==> config.mk <==
export PLATFORM = sky130hd
export DESIGN_NAME = pe_output_collector
export DESIGN_NICKNAME = d
export VERILOG_FILES = /design/src/rtl/pe_pkg.sv /design/src/rtl/pe_result_fifo.sv /design/src/rtl/pe_output_collector.sv
export SDC_FILE = /design/constraint.sdc
export NUM_CORES = 1
export LEC_CHECK = 0
export CELL_PAD_IN_SITES_DETAIL_PLACEMENT = 1
export CELL_PAD_IN_SITES_GLOBAL_PLACEMENT = 1
export CORE_MARGIN = 2
export CORE_UTILIZATION = 35
export CTS_CLUSTER_SIZE = 10
export DETAILED_ROUTE_END_ITERATION = 16
export PLACE_DENSITY = 0.7
export SETUP_SLACK_MARGIN = 0.4
export SLEW_MARGIN = 20
export SYNTH_ARGS = -nofsm -noshare
export SYNTH_HDL_FRONTEND = slang
export SYNTH_SLANG_ARGS = --single-unit
==> constraint.sdc <==
create_clock -name clk -period 4.6 [get_ports clk]
set_clock_uncertainty 0.2 [all_clocks]
set_input_delay 0.69 -clock clk [delete_from_list [all_inputs] [get_ports clk]]
set_output_delay 0.69 -clock clk [all_outputs]
set_load 0.03 [all_outputs]
==> src/rtl/pe_pkg.sv <==
`default_nettype none
// ============================================================================
// Module      : pe_pkg
// Description : Shared width derivations and defaults for the PE array,
//               its wrapper and the output collector.
// Revision    : 1.0 - initial release
// ============================================================================
package pe_pkg;

  // Default number of valid beats between row r and row r+1 of one window.
  localparam int VERTICAL_SKEW_DEFAULT = 2;

  // Width of one row partial sum: product width plus growth over K taps.
  function automatic int sum_width(input int data_w, input int weight_w, input int k);
    return data_w + weight_w + k;
  endfunction

  // Width of the sum of K row sums; K-way addition cannot overflow this.
  function automatic int out_width(input int sum_w, input int k);
    return sum_w + $clog2(k);
  endfunction

  // Beats needed before the first window has all rows aligned.
  function automatic int warmup_beats(input int k, input int skew);
    return (k - 1) * skew;
  endfunction

endpackage
`default_nettype wire

==> src/rtl/pe_result_fifo.sv <==
`default_nettype none
// ============================================================================
// Module      : pe_result_fifo
// Description : Synchronous result FIFO with occupancy count, drop-on-full
//               sticky overflow flag and simultaneous push/pop support.
//               The head output holds the last popped value while empty.
// Revision    : 1.0 - initial release
// ============================================================================
module pe_result_fifo #(
  parameter int WIDTH = 21,
  parameter int DEPTH = 8
) (
  input  logic                     clk,
  input  logic                     rstn,
  input  logic                     clear,
  input  logic                     push,
  input  logic [WIDTH-1:0]         push_data,
  input  logic                     pop_ready,
  output logic [WIDTH-1:0]         head,
  output logic                     head_valid,
  output logic [$clog2(DEPTH):0]   count,
  output logic                     overflow
);

  localparam int PTR_W = $clog2(DEPTH);
  localparam int CNT_W = PTR_W + 1;
  localparam logic [CNT_W-1:0] FULL_CNT = CNT_W'(DEPTH);

  logic [WIDTH-1:0] mem [DEPTH];
  logic [PTR_W-1:0] rd_ptr;
  logic [PTR_W-1:0] wr_ptr;
  logic [WIDTH-1:0] hold;
  logic             is_empty;
  logic             is_full;
  logic             pop;
  logic             wr_en;
  logic             flush;

  assign flush    = !rstn || clear;
  assign is_empty = (count == '0);
  assign is_full  = (count == FULL_CNT);
  // A pop only exists when there is something to pop.
  assign pop      = !is_empty && pop_ready;
  // When full, a same-edge pop frees the slot the push lands in.
  assign wr_en    = push && (!is_full || pop);

  // Storage array; contents are only observed through the count-qualified head.
  always_ff @(posedge clk) begin
    if (!flush && wr_en) begin
      mem[wr_ptr] <= push_data;
    end
  end

  // Pointers, occupancy, overflow and the hold register for the empty case.
  always_ff @(posedge clk) begin
    if (flush) begin
      rd_ptr   <= '0;
      wr_ptr   <= '0;
      count    <= '0;
      overflow <= 1'b0;
      hold     <= '0;
    end else begin
      if (pop) begin
        rd_ptr <= rd_ptr + 1'b1;
        hold   <= mem[rd_ptr];
      end
      if (wr_en) begin
        wr_ptr <= wr_ptr + 1'b1;
      end
      if (push && !wr_en) begin
        overflow <= 1'b1;
      end
      case ({wr_en, pop})
        2'b10:   count <= count + 1'b1;
        2'b01:   count <= count - 1'b1;
        default: count <= count;
      endcase
    end
  end

  assign head       = is_empty ? hold : mem[rd_ptr];
  assign head_valid = !is_empty;

endmodule
`default_nettype wire

==> src/rtl/pe_output_collector.sv <==
`default_nettype none
// ============================================================================
// Module      : pe_output_collector
// Description : Deskews the row-skewed partial-sum bus of pe_wrapper, adds
//               the aligned rows into one result per window and buffers the
//               results in a valid/ready FIFO. The source cannot stall, so a
//               full buffer drops results and raises a sticky overflow flag.
// Revision    : 1.0 - initial release
// ============================================================================
module pe_output_collector
  import pe_pkg::*;
#(
  parameter int KERNEL_SIZE   = 3,
  parameter int DATA_WIDTH    = 8,
  parameter int WEIGHT_WIDTH  = 8,
  parameter int VERTICAL_SKEW = VERTICAL_SKEW_DEFAULT,
  parameter int FIFO_DEPTH    = 8,
  localparam int SUM_WIDTH    = sum_width(DATA_WIDTH, WEIGHT_WIDTH, KERNEL_SIZE),
  localparam int OUT_WIDTH    = out_width(SUM_WIDTH, KERNEL_SIZE)
) (
  input  logic                             clk,
  input  logic                             rstn,
  input  logic                             clear,
  input  logic [SUM_WIDTH*KERNEL_SIZE-1:0] sumIn,
  input  logic                             sumIn_valid,
  output logic [OUT_WIDTH-1:0]             result,
  output logic                             result_valid,
  input  logic                             result_ready,
  output logic [$clog2(FIFO_DEPTH):0]      fifo_count,
  output logic                             overflow
);

  localparam int WARMUP = warmup_beats(KERNEL_SIZE, VERTICAL_SKEW);
  localparam int WU_W   = (WARMUP > 0) ? $clog2(WARMUP + 1) : 1;
  localparam logic [WU_W-1:0] WARMUP_CNT = WU_W'(WARMUP);

  logic                                  flush;
  logic                                  beat;
  logic                                  window_done;
  logic [KERNEL_SIZE-1:0][SUM_WIDTH-1:0] taps;
  logic [WU_W-1:0]                       warm_cnt;
  logic [OUT_WIDTH-1:0]                  window_sum;
  logic                                  stage_valid;
  logic [OUT_WIDTH-1:0]                  stage_sum;
  logic                                  push_valid;
  logic [OUT_WIDTH-1:0]                  push_sum;

  // Clear behaves exactly like reset; reset simply being checked first is moot.
  assign flush       = !rstn || clear;
  assign beat        = sumIn_valid;
  assign window_done = beat && (warm_cnt == WARMUP_CNT);

  // Row r arrives (K-1-r)*SKEW beats before the last row of the same window,
  // so each row is delayed by that many beats to line them up.
  for (genvar r = 0; r < KERNEL_SIZE; r++) begin : g_row
    localparam int DELAY = (KERNEL_SIZE - 1 - r) * VERTICAL_SKEW;
    logic [SUM_WIDTH-1:0] row_in;
    assign row_in = sumIn[r*SUM_WIDTH +: SUM_WIDTH];

    if (DELAY == 0) begin : g_direct
      assign taps[r] = row_in;
    end else begin : g_delay
      logic [SUM_WIDTH-1:0] line [DELAY];

      // Beat-gated shift register; idle cycles hold the line.
      always_ff @(posedge clk) begin
        if (flush) begin
          for (int i = 0; i < DELAY; i++) begin
            line[i] <= '0;
          end
        end else if (beat) begin
          line[0] <= row_in;
          for (int i = 1; i < DELAY; i++) begin
            line[i] <= line[i-1];
          end
        end
      end

      assign taps[r] = line[DELAY-1];
    end
  end

  // Zero-extend every aligned tap and add; OUT_WIDTH leaves room for the carry.
  always_comb begin
    window_sum = '0;
    for (int r = 0; r < KERNEL_SIZE; r++) begin
      window_sum = window_sum + OUT_WIDTH'(taps[r]);
    end
  end

  // Warm-up counter and sum stage: a result is captured only once all rows are aligned.
  always_ff @(posedge clk) begin
    if (flush) begin
      warm_cnt    <= '0;
      stage_valid <= 1'b0;
      stage_sum   <= '0;
    end else begin
      stage_valid <= window_done;
      if (window_done) begin
        stage_sum <= window_sum;
      end
      if (beat && (warm_cnt != WARMUP_CNT)) begin
        warm_cnt <= warm_cnt + 1'b1;
      end
    end
  end

  // Push register keeps the adder output off the FIFO full/write-enable path.
  always_ff @(posedge clk) begin
    if (flush) begin
      push_valid <= 1'b0;
      push_sum   <= '0;
    end else begin
      push_valid <= stage_valid;
      push_sum   <= stage_sum;
    end
  end

  pe_result_fifo #(
    .WIDTH (OUT_WIDTH),
    .DEPTH (FIFO_DEPTH)
  ) u_fifo (
    .clk        (clk),
    .rstn       (rstn),
    .clear      (clear),
    .push       (push_valid),
    .push_data  (push_sum),
    .pop_ready  (result_ready),
    .head       (result),
    .head_valid (result_valid),
    .count      (fifo_count),
    .overflow   (overflow)
  );

endmodule
`default_nettype wire
==> out/metrics.csv, run 1 <==
stage,metric,value,unit
detailed_routing,WL/cell,17.3,microns
detailed_routing,Vias,8026,
power_and_ir_drop,Clock Power Share,0.440,
yosys,cell count after synthesis,978,
power_and_ir_drop,Flop pwr share,0.516,
cts,hold buffer count at CTS,0,
cts,H-Tree Depth,2,
power_and_ir_drop,NetSw,1430,uW
cts,post-CTS setup buffers,0,
power_and_ir_drop,Power Total,6940,uW
run,max-cap check violation count,0,
critical_path,Worst Path Buf+Inv,2,
layout,multi-input logic area,0.00461,sq mm
detailed_routing,Final ANT Viol Nets,0,
critical_path,RR Startpoint,g_row[0].g_delay.line[3][1],
cts,Worst-path clk slew,50,ps
yosys,multiplexer area fraction after synthesis,0.0779,
yosys,sequential fraction of the synthesis area,0.675,
timing,Max Slew Vio Count,0,
yosys,Post-Synth XOR/XNOR Area,0.00877,
critical_path,crit path max-delay cell type,clkdlybuf4s50_1,
cts,CTS resizes,0,
critical_path,kind of cell adding the most delay to the critical path,multiplexers,
power_and_ir_drop,P per Cell Area,391,mW/mm^2
timing,RSZ-0062 raised after global routing,no,
detailed_routing,DRT iter0 DRCs,429,
power_and_ir_drop,VDD IR max,0.000259,V
power_and_ir_drop,switch share,0.207,
hold_path,Hold Startpoint,stage_sum[3],
critical_path,Critical Path AT,2980,ps
cts,clk sink count,364,
yosys,number of synthesized flops with an enable pin,282,
floorplan,Starting Density,0.355,
cts,Clock Tree Buf Depth,3,
grt,global-route wire length before repair,46100,microns
detailed_routing,DR vias/cell,4.86,
layout,ratio of cells with drive above 1 in the final layout,0.126,
yosys,Mean Syn Cell Area,15.3,sq um
layout,Filler cells,4199,
yosys,adder-cell share of the synthesized area,0.0490,
cts,CTS tree,yes,
power_and_ir_drop,cell internal pwr,5500,uW
layout,fin util,0.421,
status,status,"complete, no violations",
cts,clock buffer count from CTS,43,
place,Port-buffer cells,88,
timing,Final setup viols,0,
yosys,Mapped Nets,1086,
grt,total global routing track utilization,0.132,
layout,Seq. cell area,0.0101,sq mm
detailed_routing,WL final,28600,microns
yosys,yosys warns,0,
timing,fmax,0.259,GHz
place,final RePlAce weighted congestion,0.822,
grt,vias in the first global route,8477,
timing,Tcrit/Tclk final,0.840,
yosys,number of synthesized register bits,364,
floorplan,I/O Pins,89,
grt,initial antenna violation count,2,
floorplan,die width,211,microns
floorplan,Core Region,0.0421,sq mm
floorplan,# rows,75,
yosys,Synth Area in Compound Gates,0.0629,
place,post-detail-place hpwl,18000,microns
yosys,Post-synth top flop,edfxtp_1,
timing,"Hold Violations, Final",0,
detailed_routing,metal2 WL,13600,microns
power_and_ir_drop,Leak Pwr,0.00643,uW
yosys,post-synthesis cell type count,57,
detailed_routing,DRC violations left,0,
cts,Root Buffer,clkbuf_16,
yosys,Syn Std Cell Area,0.0150,sq mm
timing,slew margin rel.,0.397,
critical_path,Crit path largest cell delay,610,ps
critical_path,kind of critical path,reg -> out,
detailed_routing,Routed met3 length,1410,microns
yosys,Synth Area in Simple Gates,0.108,
critical_path,Critical Path Source Type,flop,
power_and_ir_drop,combinational share of power,0.044,
hold_path,HP Class,reg -> reg,
timing,Final TNS setup,0,ps
grt,residual overflow from global routing,0,
layout,Area growth syn-to-layout,18.5,%
detailed_routing,first-pass iteration count of the detailed router,4,
cts,clock latency on the worst-skew pair,540,ps
yosys,async set-reset flop share out of synthesis,0,
yosys,main combinational cell family by area after synthesis,simple AND/OR/NAND/NOR gates,
floorplan,Die ar.,0.0445,sq mm
critical_path,Worst setup EP type,primary output,
timing,crit path time final,3870,ps
layout,final net count,1186,
grt,largest net degree at the start of global routing,115,
critical_path,crit path cell chain,buf_12 -> mux4_2 -> mux2i_1 -> a21oi_1 -> clkdlybuf4s50_1,
floorplan,Die H,211,microns
detailed_routing,top layer used by detailed routing,met5,
critical_path,Worst Path Required,3710,ps
timing,worst-margin pin slew,905,ps
detailed_routing,WL met1,13000,microns
critical_path,Crit Path Max Fanout,42,
## placed cells by master (no fill, tap or decap), drive strengths merged, types with 2 or more instances in the layout
master         instances
clkdlybuf4s50         88
buf                   17
dfxtp                 82
edfxtp               282
a311oi                 2
or4                    2
mux2i                 22
and2                 143
o21ai                  9
nor3                  12
nor2b                  3
a21boi                 3
o22a                   2
ha                    25
a21oi                 55
xor2                   7
nor3b                  2
and3                   7
clkbuf                75
a21o                   8
clkinv                 4
o211ai                 3
or3                    5
nor4                   2
nand2b                 5
o2111ai                2
and3b                  2
and4                   2
a31oi                  5
nand2                 24
xnor2                  8
mux4                  42
o21a                   2
fa                    21
nand3                  9
inv                   14
a211oi                23
nor2                  79
## through the flow
stage	worst slack [ps]	cell area, sq um	hold slack (ps)	cells
finish	734	17700	256	1653
global route	564	17700	276	1652
CTS	650	17700	263	1652
detailed placement	632	16500	247	1572
global placement	752	16500	239	1572
floorplan	1040	15000	206	978
## power by group through the flow
stage | combinational, uW | clock, uW | sequential, uW
floorplan | 188 | 0 | 3640
global placement | 303 | 0 | 3640
detailed placement | 307 | 0 | 3650
CTS | 309 | 3150 | 3580
global route | 340 | 3280 | 3580
finish | 305 | 3050 | 3580
## Yosys cell counts (all sizes together), types with 2 or more instances
| library cell | instances | share of area |
|---|---|---|
| a311oi | 2 | 0.0012 |
| a21boi | 3 | 0.0015 |
| xnor2 | 8 | 0.0047 |
| and3 | 7 | 0.0029 |
| or3 | 5 | 0.0021 |
| inv | 13 | 0.0033 |
| nor2 | 79 | 0.020 |
| a21o | 8 | 0.0040 |
| o21ai | 9 | 0.0030 |
| mux4 | 42 | 0.063 |
| nand2b | 5 | 0.0021 |
| a211oi | 23 | 0.019 |
| a21oi | 55 | 0.018 |
| nand3 | 9 | 0.0030 |
| nand2 | 24 | 0.0060 |
| o211ai | 3 | 0.0018 |
| fa | 21 | 0.028 |
| dfxtp | 82 | 0.11 |
| ha | 25 | 0.021 |
| nor4 | 2 | 0.00084 |
| and4 | 2 | 0.0012 |
| and3b | 2 | 0.0012 |
| xor2 | 7 | 0.0041 |
| nor3 | 12 | 0.0040 |
| nor2b | 3 | 0.0013 |
| nor3b | 2 | 0.0010 |
| buf | 14 | 0.0067 |
| or4 | 2 | 0.0013 |
| and2 | 143 | 0.060 |
| o2111ai | 2 | 0.0012 |
| clkbuf | 36 | 0.0090 |
| edfxtp | 282 | 0.57 |
| o22a | 2 | 0.0012 |
| o21a | 2 | 0.0010 |
| mux2i | 22 | 0.015 |
| a31oi | 5 | 0.0021 |
## area by class of cell
class	count	share of cell area
flip-flops and latches	364	0.570
multi-input cells	551	0.260
clock buffers	75	0.0692
repair buffers	105	0.0582
well taps	539	0.0380
inverters	13	0.00275
clock inverters	5	0.00226
diodes	1	0.000141
## cells by family (layout without fill, tap and decap cells)
kind of cell               count (synthesis)  count (layout)
AOI/OAI and AO/OA                        127             127
xor gates and xnor gates                  15              15
buffers and inverters                     63             198
adders and majority gates                 46              46
DFF                                      364             364
other                                      0               1
muxes                                     64              64
and+or+nand+nor                          299             299
## sequential cells by signal, summed over array words and instances (netlist names), 4 cells and up, named ones only
| register | count |
|---|---|
| u_fifo.mem | 168 |
| g_row.g_delay.line | 114 |
| push_sum | 21 |
| stage_sum | 21 |
| u_fifo.hold | 21 |
| u_fifo.count | 4 |
## final timing paths
path	to	slack, ps	cells past startpoint
worst max-delay path	result[17]	730	5
worst min-delay path	push_sum[3]	260	1
worst max register to register	stage_sum[13]	1440	8
worst min register to register	push_sum[3]	260	1
## metal layers
layer,track usage,up-vias
met5,0,-
met4,0.0398,2
met3,0.0250,46
met2,0.220,183
met1,0.177,3960
li1,-,3835
(Power assumes the default switching activity.)
==> inputs of run 2 (changes only) <==
==> constraint.sdc (replaced) <==
create_clock -name clk -period 3.7 [get_ports clk]
set_clock_uncertainty 0.2 [all_clocks]
set_input_delay 0.555 -clock clk [delete_from_list [all_inputs] [get_ports clk]]
set_output_delay 0.555 -clock clk [all_outputs]
set_load 0.03 [all_outputs]
==> run 2 against run 1 <==
Net effect: final cell count increased by 0.18%; largest cell class unchanged; clock power increased by 25%; count of clock-buffer cells in the layout decreased by 4; die area unchanged; critical endpoint unchanged; first-iteration DRC count decreased by 18%; worst hold slack got worse by 4.9 ps.
==> out/metrics.csv, run 2 (synthesis gave the netlist of run 1 again) <==
stage,metric,value,unit
detailed_routing,Vias,8104,
power_and_ir_drop,P per Cell Area,480,mW/mm^2
critical_path,kind of critical path,reg -> out,
place,cell count after placement,1578,
status,status,"complete, no violations",
floorplan,Die ar.,0.0445,sq mm
layout,max FFs per register,168,
layout,"most common cell after layout, fill and taps aside",edfxtp_1,
detailed_routing,DRC violations left,0,
timing,hold slack final,251,ps
place,post-detail-place hpwl,18500,microns
layout,Final Cell Area,0.0180,sq mm
timing,RSZ-0062 raised after global routing,yes,
cts,Root Buffer,clkbuf_16,
cts,hold buffer count at CTS,0,
power_and_ir_drop,Leak Pwr,0.00658,uW
place,Placed Area,0.0166,sq mm
place,final RePlAce weighted congestion,0.829,
critical_path,Critical Path AT,2490,ps
layout,post-route insts no fill,1656,
grt,largest net degree at the start of global routing,115,
grt,initial antenna violation count,2,
floorplan,# rows,75,
cts,Clock Tree Buf Depth,3,
detailed_routing,WL final,29800,microns
grt,total global routing track utilization,0.138,
layout,most flop-heavy register,u_fifo.mem,
critical_path,Crit Path Max Fanout,11,
timing,Max Slew Vio Count,0,
floorplan,Core Region,0.0421,sq mm
layout,most frequent cells in the layout,"edfxtp_1, and2_1, dfxtp_1",
layout,ratio of cells with drive above 1 in the final layout,0.159,
hold_path,HP Class,reg -> reg,
detailed_routing,WL/cell,18.0,microns
place,Port-buffer cells,88,
power_and_ir_drop,VDD IR max,0.000377,V
cts,clock latency on the worst-skew pair,530,ps
layout,fin util,0.427,
grt,residual overflow from global routing,0,
detailed_routing,DRT iter0 DRCs,351,
critical_path,Critical Path Source Type,flop,
timing,fmax,0.308,GHz
timing,worst-margin pin slew,793,ps
grt,global-route wire length before repair,47900,microns
timing,Final setup viols,0,
timing,"Hold Violations, Final",0,
layout,largest registers,"u_fifo.mem x168, g_row.g_delay.line x114",
cts,Worst-path clk slew,50,ps
floorplan,Die H,211,microns
floorplan,I/O Pins,89,
cts,clock buffer count from CTS,43,
grt,vias in the first global route,8643,
critical_path,Worst setup EP type,primary output,
timing,crit path time final,3250,ps
layout,number of antenna cells inserted,0,
layout,Area growth syn-to-layout,20.1,%
floorplan,die width,211,microns
cts,clk sink count,364,
timing,Tcrit/Tclk final,0.878,
run,max-cap check violation count,0,
timing,slew margin rel.,0.471,
critical_path,Worst Path Required,2940,ps
detailed_routing,first-pass iteration count of the detailed router,4,
cts,H-Tree Depth,2,
detailed_routing,Final ANT Viol Nets,0,
cts,CTS tree,yes,
layout,final net count,1194,
timing,Final TNS setup,0,ps
detailed_routing,DR vias/cell,4.89,
floorplan,Starting Density,0.355,
## run 2: cell count changes in the layout (fill, tap and decap cells not counted), moves of 2 or more
cell | previous run | this run
buf_12 | 2 | 6
buf_16 | 0 | 2
buf_4 | 15 | 19
clkbuf_1 | 30 | 25
clkbuf_2 | 0 | 9
clkdlybuf4s50_1 | 88 | 67
dlygate4sd2_1 | 0 | 7
mux2i_1 | 22 | 5
mux2i_2 | 0 | 9
mux2i_4 | 0 | 8
## run 2: metal layers
metal	wire length, microns	track usage	vias to the layer above
met5	27	0	-
met4	584	0.0372	4
met3	1600	0.0297	41
met2	14200	0.231	179
met1	13400	0.181	4035
li1	-	-	3845
## run 2: worst max-delay path, cell delays in order, from the launching register on
cell and delay, ps:
dfxtp_4 430, buf_16 180, mux4_2 590, mux2i_4 270, a21oi_1 100, dlygate4sd2_1 370
## run 2: power by group
part | switching (uW) | internal [uW] | leakage (uW)
Combinational | 214 | 173 | 0.00225
Sequential | 18.1 | 4430 | 0.00372
Clock | 1550 | 2250 | 0.000607
## run 2: worst paths after layout
check / to / slack, ps / depth (start not counted) / from
worst max-delay path: result[17] / 450 / 5 / flop
worst min-delay path: push_sum[3] / 250 / 1 / stage_sum[3]
worst max register to register: u_fifo.count[3] / 640 / 9 / u_fifo.count[3]
worst min register to register: push_sum[3] / 250 / 1 / stage_sum[3]
## run 2: final cells by class
class                   count  area, sq um
multi-input cells         551         4740
flip-flops and latches    364        10100
repair buffers            113         1150
fillers                  4200        24100
well taps                 539          674
inverters                  13         48.8
clock inverters             5         38.8
clock buffers              71         1220
## run 2: repair_timing
item,in CTS,in global routing
pin swaps,0,0
setup buffers,0,0
resized for setup,38,29
setup endpoints to repair,19,15
cloned,2,0
## run 2: stage by stage
stage / setup slack, ps / total power [uW]
floorplan: 396 / 4760
global placement: 181 / 4910
detailed placement: 96.1 / 4930
CTS: 361 / 8750
global route: 378 / 8960
finish: 452 / 8630
==> inputs of run 3 (changes only) <==
--- a/config.mk
+++ b/config.mk
@@ -11,7 +11,7 @@
 export CORE_UTILIZATION = 35
 export CTS_CLUSTER_SIZE = 10
 export DETAILED_ROUTE_END_ITERATION = 16
-export PLACE_DENSITY = 0.7
+export PLACE_DENSITY = 0.58
 export SETUP_SLACK_MARGIN = 0.4
 export SLEW_MARGIN = 20
 export SYNTH_ARGS = -nofsm -noshare
==> run 3 against run 2 <==
Net effect: critical path depth unchanged; global-route usage fell by 0.076 points; cell area rose by 0.70%; core utilization is 0.30 points higher; wire length down 2.2%; first-iteration DRC count is 11% higher; combinational power increased by 1%; power is 1.8% higher; worst hold slack better by 1.9 ps; critical endpoint is now result[20]; largest power group unchanged.
==> out/metrics.csv, run 3 (synthesis gave the netlist of run 1 again) <==
stage,metric,value,unit
status,status,"complete, no violations",
detailed_routing,DRT iter0 DRCs,391,
detailed_routing,first-pass iteration count of the detailed router,5,
timing,Final WS setup,491,ps
grt,global-route wire length before repair,47300,microns
power_and_ir_drop,switch share,0.207,
floorplan,Core Region,0.0421,sq mm
power_and_ir_drop,Leak Pwr,0.00663,uW
timing,crit path time final,3210,ps
critical_path,Crit Path Max Fanout,11,
critical_path,Critical Path Source Type,flop,
floorplan,I/O Pins,89,
power_and_ir_drop,Flop pwr share,0.506,
layout,ratio of cells with drive above 1 in the final layout,0.170,
cts,CTS tree,yes,
cts,Root Buffer,clkbuf_16,
grt,initial antenna violation count,1,
cts,clk sink count,364,
detailed_routing,WL/cell,17.5,microns
critical_path,crit path cell chain,buf_16 -> mux4_2 -> mux2i_2 -> a21oi_1 -> dlygate4sd2_1,
cts,clock latency on the worst-skew pair,560,ps
run,max-cap check violation count,0,
power_and_ir_drop,NetSw,1810,uW
layout,most frequent cells in the layout,"edfxtp_1, and2_1, dfxtp_1",
power_and_ir_drop,P per Cell Area,485,mW/mm^2
timing,Final setup viols,0,
cts,post-CTS setup buffers,0,
layout,final net count,1200,
power_and_ir_drop,combinational share of power,0.045,
critical_path,kind of critical path,reg -> out,
detailed_routing,Vias,8007,
timing,Final TNS setup,0,ps
detailed_routing,DR vias/cell,4.80,
timing,worst-margin pin slew,706,ps
grt,total global routing track utilization,0.137,
layout,max FFs per register,168,
timing,"Hold Violations, Final",0,
cts,H-Tree Depth,2,
place,final RePlAce weighted congestion,0.769,
critical_path,kind of cell adding the most delay to the critical path,multiplexers,
timing,RSZ-0062 raised after global routing,no,
cts,clock buffer count from CTS,44,
floorplan,die width,211,microns
critical_path,Worst setup EP type,primary output,
power_and_ir_drop,cell internal pwr,6970,uW
grt,vias in the first global route,8705,
detailed_routing,Final ANT Viol Nets,0,
timing,Tcrit/Tclk final,0.867,
critical_path,crit path max-delay cell type,mux4_2,
layout,Area growth syn-to-layout,20.9,%
place,pre-CTS WS,102,ps
power_and_ir_drop,Clock Power Share,0.449,
detailed_routing,DRC violations left,0,
floorplan,# rows,75,
critical_path,Critical Path AT,2450,ps
floorplan,Die ar.,0.0445,sq mm
layout,multi-input logic area,0.00474,sq mm
layout,Filler cells,4184,
grt,residual overflow from global routing,0,
layout,largest registers,"u_fifo.mem x168, g_row.g_delay.line x114",
timing,Max Slew Vio Count,0,
place,post-detail-place hpwl,18000,microns
hold_path,HP Class,reg -> reg,
power_and_ir_drop,VDD IR max,0.000272,V
timing,slew margin rel.,0.529,
timing,fmax,0.312,GHz
cts,hold buffer count at CTS,0,
cts,Clock Tree Buf Depth,3,
place,Port-buffer cells,88,
layout,most flop-heavy register,u_fifo.mem,
critical_path,Worst Path Required,2940,ps
layout,"most common cell after layout, fill and taps aside",edfxtp_1,
critical_path,Crit path largest cell delay,520,ps
critical_path,Worst Path Buf+Inv,2,
grt,largest net degree at the start of global routing,115,
detailed_routing,WL final,29200,microns
floorplan,Starting Density,0.355,
floorplan,Die H,211,microns
cts,Worst-path clk slew,50,ps
layout,Seq. cell area,0.0101,sq mm
## run 3: final timing paths
path,cells past startpoint,startpoint,slack [ps],endpoint
max,5,flop,490,result[20]
min,1,stage_sum[6],250,push_sum[6]
max reg2reg,9,u_fifo.count[3],630,u_fifo.count[3]
min reg2reg,1,stage_sum[6],250,push_sum[6]
## run 3: final cells by class
cell class                 count  area share
sequential                   364       0.558
multi-input combinational    551       0.262
clock buffer                  77      0.0716
tap                          539      0.0372
timing repair buffer         118      0.0665
clock inverter                 5     0.00173
antenna                        1    0.000138
inverter                      13     0.00269
## run 3: timing repair
item / in CTS / in global routing
endpoints found under the setup margin: 18 / 19
gates resized for setup: 33 / 35
cloned: 2 / 0
## run 3: power by group through the flow
| stage | clock network, uW | logic (uW) | registers (uW) |
|---|---|---|---|
| 4_1_cts | 4090 | 403 | 4450 |
| 6_report | 3950 | 393 | 4450 |
| 3_5_place_dp | 0 | 400 | 4530 |
| 5_1_grt | 4240 | 444 | 4450 |
| 2_1_floorplan | 0 | 234 | 4530 |
| 3_3_place_gp | 0 | 395 | 4530 |
## run 3: metal layers
metal | track usage | up-vias | routed length, microns
met1 | 0.175 | 3952 | 13100
met4 | 0.0403 | 0 | 602
met3 | 0.0343 | 45 | 1450
met5 | 0 | - | 0
met2 | 0.231 | 146 | 14000
li1 | - | 3864 | -
## run 3: metrics by stage
step	cells	total power, uW	hold slack (ps)	cell area (sq um)	utilization
floorplan	978	4760	206	15000	-
global placement	1583	4920	236	16600	0.395
detailed placement	1583	4930	246	16600	0.395
CTS	1667	8940	259	18100	0.429
global route	1667	9140	269	18100	0.430
finish	1668	8780	253	18100	0.430
